### src/rtl/ra_ddr_seq.sv
// Double-data-rate array sequencer: two request ports share one array, each owning
// alternate clk slots selected by el_sel; reads return through a fixed-latency pipeline.
module ra_ddr_seq #(
   parameter int ADDR_W = 6,
   parameter int DATA_W = 32,
   parameter int RD_LAT = 1
) (
   input  logic              clk,
   input  logic              reset_n,
   input  logic              el_sel,
   input  logic              p0_req_val,
   output logic              p0_req_rdy,
   input  logic              p0_req_we,
   input  logic [ADDR_W-1:0] p0_req_addr,
   input  logic [DATA_W-1:0] p0_req_wdata,
   output logic              p0_rsp_val,
   output logic [DATA_W-1:0] p0_rsp_data,
   input  logic              p1_req_val,
   output logic              p1_req_rdy,
   input  logic              p1_req_we,
   input  logic [ADDR_W-1:0] p1_req_addr,
   input  logic [DATA_W-1:0] p1_req_wdata,
   output logic              p1_rsp_val,
   output logic [DATA_W-1:0] p1_rsp_data,
   output logic              arr_rd,
   output logic              arr_wr,
   output logic [ADDR_W-1:0] arr_addr,
   output logic [DATA_W-1:0] arr_wdata,
   input  logic [DATA_W-1:0] arr_rdata,
   output logic              phase_err
);

   typedef struct packed {
      logic              we;
      logic [ADDR_W-1:0] addr;
      logic [DATA_W-1:0] wdata;
   } req_t;

   req_t [1:0] req_in;
   req_t [1:0] head;
   req_t       cur;
   logic [1:0] req_val;
   logic [1:0] req_rdy;
   logic [1:0] not_empty;
   logic [1:0] pop;

   assign req_in[0] = {p0_req_we, p0_req_addr, p0_req_wdata};
   assign req_in[1] = {p1_req_we, p1_req_addr, p1_req_wdata};
   assign req_val   = {p1_req_val, p0_req_val};
   assign p0_req_rdy = req_rdy[0];
   assign p1_req_rdy = req_rdy[1];

   for (genvar k = 0; k < 2; k++) begin : g_port
      req_t       mem [2];
      logic       wr_ptr;
      logic       rd_ptr;
      logic [1:0] count;
      logic       push;

      // rdy is forced low while reset is held, not just when the FIFO is full.
      assign req_rdy[k]   = reset_n & (count != 2'd2);
      assign push         = req_val[k] & req_rdy[k];
      assign not_empty[k] = (count != 2'd0);
      assign head[k]      = mem[rd_ptr];

      // NOTE: clocked state uses non-blocking assignments so every register samples pre-edge values.
      always_ff @(posedge clk or negedge reset_n) begin
         if (!reset_n) begin
            count  <= 2'd0;
            wr_ptr <= 1'b0;
            rd_ptr <= 1'b0;
         end else begin
            if (push)   wr_ptr <= ~wr_ptr;
            if (pop[k]) rd_ptr <= ~rd_ptr;
            count <= count + 2'(push) - 2'(pop[k]);
         end
      end

      // NOTE: FIFO storage is not reset; count and pointers alone define which entries are live.
      always_ff @(posedge clk) begin
         if (push) mem[wr_ptr] <= req_in[k];
      end
   end

   logic prev_sel;
   logic prev_vld;
   logic phase_hit;
   logic issue;

   // The first cycle after reset has no previous el_sel to compare against.
   assign phase_hit = prev_vld & (el_sel == prev_sel);
   assign cur       = head[el_sel];
   assign issue     = not_empty[el_sel] & ~phase_hit;
   assign pop       = {issue & el_sel, issue & ~el_sel};
   assign arr_rd    = issue & ~cur.we;
   assign arr_wr    = issue & cur.we;
   assign arr_addr  = cur.addr;
   assign arr_wdata = cur.wdata;

   always_ff @(posedge clk or negedge reset_n) begin
      if (!reset_n) begin
         prev_sel  <= 1'b0;
         prev_vld  <= 1'b0;
         phase_err <= 1'b0;
      end else begin
         prev_sel <= el_sel;
         prev_vld <= 1'b1;
         if (phase_hit) phase_err <= 1'b1;
      end
   end

   logic [RD_LAT-1:0] pipe_vld;
   logic [RD_LAT-1:0] pipe_port;
   logic              rsp_hit;
   logic              rsp_port;

   always_ff @(posedge clk or negedge reset_n) begin
      if (!reset_n) begin
         pipe_vld  <= '0;
         pipe_port <= '0;
      end else begin
         pipe_vld[0]  <= arr_rd;
         pipe_port[0] <= el_sel;
         for (int i = 1; i < RD_LAT; i++) begin
            pipe_vld[i]  <= pipe_vld[i-1];
            pipe_port[i] <= pipe_port[i-1];
         end
      end
   end

   assign rsp_hit  = pipe_vld[RD_LAT-1];
   assign rsp_port = pipe_port[RD_LAT-1];

   // Response data holds its last value until that port's next read returns.
   always_ff @(posedge clk or negedge reset_n) begin
      if (!reset_n) begin
         p0_rsp_val  <= 1'b0;
         p1_rsp_val  <= 1'b0;
         p0_rsp_data <= '0;
         p1_rsp_data <= '0;
      end else begin
         p0_rsp_val <= rsp_hit & ~rsp_port;
         p1_rsp_val <= rsp_hit & rsp_port;
         if (rsp_hit & ~rsp_port) p0_rsp_data <= arr_rdata;
         if (rsp_hit & rsp_port)  p1_rsp_data <= arr_rdata;
      end
   end

endmodule

### config.mk
export PLATFORM = sky130hd
export DESIGN_NAME = ra_ddr_seq
export DESIGN_NICKNAME = d
export VERILOG_FILES = /design/src/rtl/ra_ddr_seq.sv
export SDC_FILE = /design/constraint.sdc
export NUM_CORES = 1
export LEC_CHECK = 0
export ABC_AREA = 1
export BUFFER_PORTS_ARGS = -buffer_cell sky130_fd_sc_hd__buf_2
export CAP_MARGIN = 10
export CORE_MARGIN = 3
export CORE_UTILIZATION = 40
export CTS_BUF_LIST = sky130_fd_sc_hd__clkbuf_8
export CTS_CLUSTER_SIZE = 40
export DETAILED_ROUTE_END_ITERATION = 12
export GPL_TIMING_DRIVEN = 0
export PLACE_DENSITY = 0.65
export SLEW_MARGIN = 30
export SYNTH_ARGS = -nofsm -noshare
export SYNTH_HDL_FRONTEND = slang
export SYNTH_SLANG_ARGS = --single-unit
### constraint.sdc
create_clock -name clk -period 2.6 [get_ports clk]
set_input_delay 0.52 -clock clk [delete_from_list [all_inputs] [get_ports clk]]
set_output_delay 0.52 -clock clk [all_outputs]
set_load 0.02 [all_outputs]
==> impl_metrics.yaml <==
synth:
  async_reset_ff_frac: 0.3333
  syn_area_sq_um: 8802
  synth_top_area_share: 0.5322
  synth_warnings: 0
  yosysSeqAreaShare: 0.7539
  ys_ff_latch: 234
  yosys.area.top_type: "edfxtp_1"
  syn_area_per_cell_sq_um: 12.72
  synthesis.nets: 811
  synth-main-ff-cell: "edfxtp_1"
  ys_types: 22
  yosysMostFrequentCell: "edfxtp_1"
  synth_area_leaders: "edfxtp_1 (53%), dfrtp_1 (22%), o21ai_0 (7.3%), nand2_1 (3.8%), nor2_1 (3.4%)"
  syn_inst: 692
  synth-edff-count: 156
  synthTopCellsByCount: "edfxtp_1 (156), o21ai_0 (129), nand2_1 (88)"
drt:
  first_pass_iters: 4
  num_vias: 6183
  drt_iter0_drc: 319
  wl_per_cell_um: 17.27
  routed_wl_um: 21960
  drtAntennaViolNets: 0
  drc: 0
  drt-vias-per-instance: 4.861
sta:
  setup_viol: 0
  fmax_mhz: 417.9
  tightest_slew_ns: 0.5869
  slew_headroom: 0.6087
  drv_slew: 0
  finalCriticalPeriod_ns: 2.393
  rsz0062_at_grt: "no"
  hold_violations: 0
  fin_skew_ns: 0.02296
  fin_crit_sh: 0.9204
cells_and_area:
  finalInstanceArea_sq_um: 11320
  nets: 1084
  n_fill_cell: 1909
  drive_gt1_frac: 0.3323
  syn2layout_area_growth_pct: 28.64
  multiInputGateArea_sq_um: 1739
  fin_util: 0.5303
  seq_area_sq_um: 6636
critical_path:
  critPathSlowestCell: "dfrtp_1"
  required_ns: 2.08
  endpoint_kind: "primary output"
  critPathMaxStageDelay_ns: 0.36
  worstPathBufferInverterCount: 4
  path_delay_family: "buffers and inverters"
  worstPathCellList: "buf_4 > inv_2 > clkbuf_2 > o21ai_0 > o22ai_1 > buf_2"
  worstSetupPathType: "flip-flop to primary output"
  rrSetupSlack_ns: 0.68
  critPathLaunchType: "flip-flop"
  worstPathMaxFanout: 10
  arrival_ns: 1.87
global_route:
  grtUsageTotal: 0.1823
  grt_pass1_vias: 6277
  antenna_found_initial: 5
  grt_pass1_wl_um: 34100
  gr-total-overflow: 0
  grt_max_degree: 68
pwr:
  power.density_nw_per_um2: 1114
  ir_worst_vdd_mv: 0.5339
  p_leak_nw: 5.000
  total_power_mw: 12.61
clocking:
  path_clk_slew_ns: 0.06
  clock-sinks: 234
  cts_tree: "yes"
  cts_max_path_buffers: 3
  cts_htree_levels: 2
  post_cts_resized: 0
  clockRootBuffer: "clkbuf_8"
  cts_made_buffers: 40
  clk_latency_ns: 0.54
min_path:
  hold_class: "primary input to asynchronous set/reset pin"
floorplan:
  core_sq_um: 21350
  initial_core_util: 0.4122
  core.rowCount: 53
  num_io_pins: 224
  die_h_um: 154.3
  fp.dieArea_sq_um: 23820
  die_x_um: 154.3
run:
  maxCapViolations: 0
placement:
  place.gp.congestion: 0.8181
  port_buffers: 223
  place_hpwl_um: 15010
  postPlaceCellArea_sq_um: 10440
outcome:
  outcome: "completed"
==> path summary, 6_finish.rpt <==
kind,endpoint,depth (start not counted),start
max,arr_wdata[30],6,g_port[0].rd_ptr
min,p1_rsp_data[8],3,reset_n
max reg2reg,g_port[1].mem[1][19],5,g_port[1].count[1]
min reg2reg,phase_err,2,phase_err
max in group asynchronous,p1_rsp_data[21],2,reset_n
min in group clk,g_port[1].mem[1][38],1,p1_req_we
==> tightest hold or removal path, stage by stage <==
cell and delay (ns):
buf_6 0.09, buf_16 0.11, buf_16 0.29
==> layout by cell type, fill, tap and decap left out, drive strengths merged <==
cell type / Yosys / final
xnor2: 4 / 4
clkbuf: 9 / 56
o21ai: 142 / 142
o22ai: 38 / 38
inv: 53 / 71
buf: 30 / 260
edfxtp: 156 / 156
nor2: 80 / 80
dlygate4sd3: 0 / 1
a21oi: 2 / 2
ha: 4 / 4
nand2: 88 / 88
nand3: 7 / 7
clkinvlp: 0 / 1
dfrtp: 78 / 78
conb: 1 / 1
diode: 0 / 1
bufinv: 0 / 3
clkinv: 0 / 4
==> repair_timing <==
item / 4_1_cts / 5_1_grt
hold buffers: 2 / 0
buffers inserted: 0 / 0
hold endpoints to repair: 11 / 0
endpoints found under the setup margin: 0 / 0
==> cell type report <==
cell class	instances	share of cell area
Antenna cell	1	0.0002210
Sequential cell	234	0.5861
Multi-Input combinational cell	366	0.1536
Buffer	39	0.02144
Clock buffer	47	0.05713
Clock inverter	26	0.01702
Tap cell	275	0.03039
Timing Repair Buffer	231	0.1164
Inverter	53	0.01779
==> logic make-up after synthesis <==
kind of cell,Yosys count,share of synthesized area
xor gates and xnor gates,4,0.003980
DFF,234,0.7539
adders and majority gates,4,0.005686
and+or+nand+nor,175,0.07648
other,1,0.0004260
buffers and inverters,92,0.05018
AOI/OAI and AO/OA,182,0.1093
==> power by group <==
group | total [mW] | internal [mW] | switching [mW]
Sequential | 5.25 | 4.89 | 0.365
Combinational | 3.96 | 1.29 | 2.67
Clock | 3.40 | 1.95 | 1.44
Total | 12.6 | 8.13 | 4.48
==> registers in the layout, summed over array words and instances (netlist names) <==
name / count
g_port.mem: 156
p0_rsp_data: 32
p1_rsp_data: 32
g_port.count: 4
g_port.rd_ptr: 2
g_port.wr_ptr: 2
p0_rsp_val: 1
p1_rsp_val: 1
phase_err: 1
pipe_port: 1
pipe_vld: 1
prev_vld: 1
==> through the flow <==
step / hold WS [ns] / instances / worst slack, ns / setup TNS (ns)
floorplan: 0.2244 / 692 / 0.2695 / 0
global placement: 0.4484 / 1190 / -1.774 / -254.55
detailed placement: 0.3472 / 1196 / -0.08362 / -1.627
CTS: 0.05999 / 1271 / 0.1537 / 0
global route: 0.08647 / 1272 / 0.07814 / 0
finish: 0.08744 / 1272 / 0.2069 / 0
==> metal layers <==
layer | part of all wire | track usage | vias to the layer above
met5 | 0.0025 | 0 | -
li1 | - | - | 2963
met2 | 0.48 | 0.3024 | 242
met4 | 0.023 | 0.05635 | 8
met3 | 0.090 | 0.05680 | 56
met1 | 0.41 | 0.2307 | 2914
No activity file was read; power rests on OpenSTA's default activity.
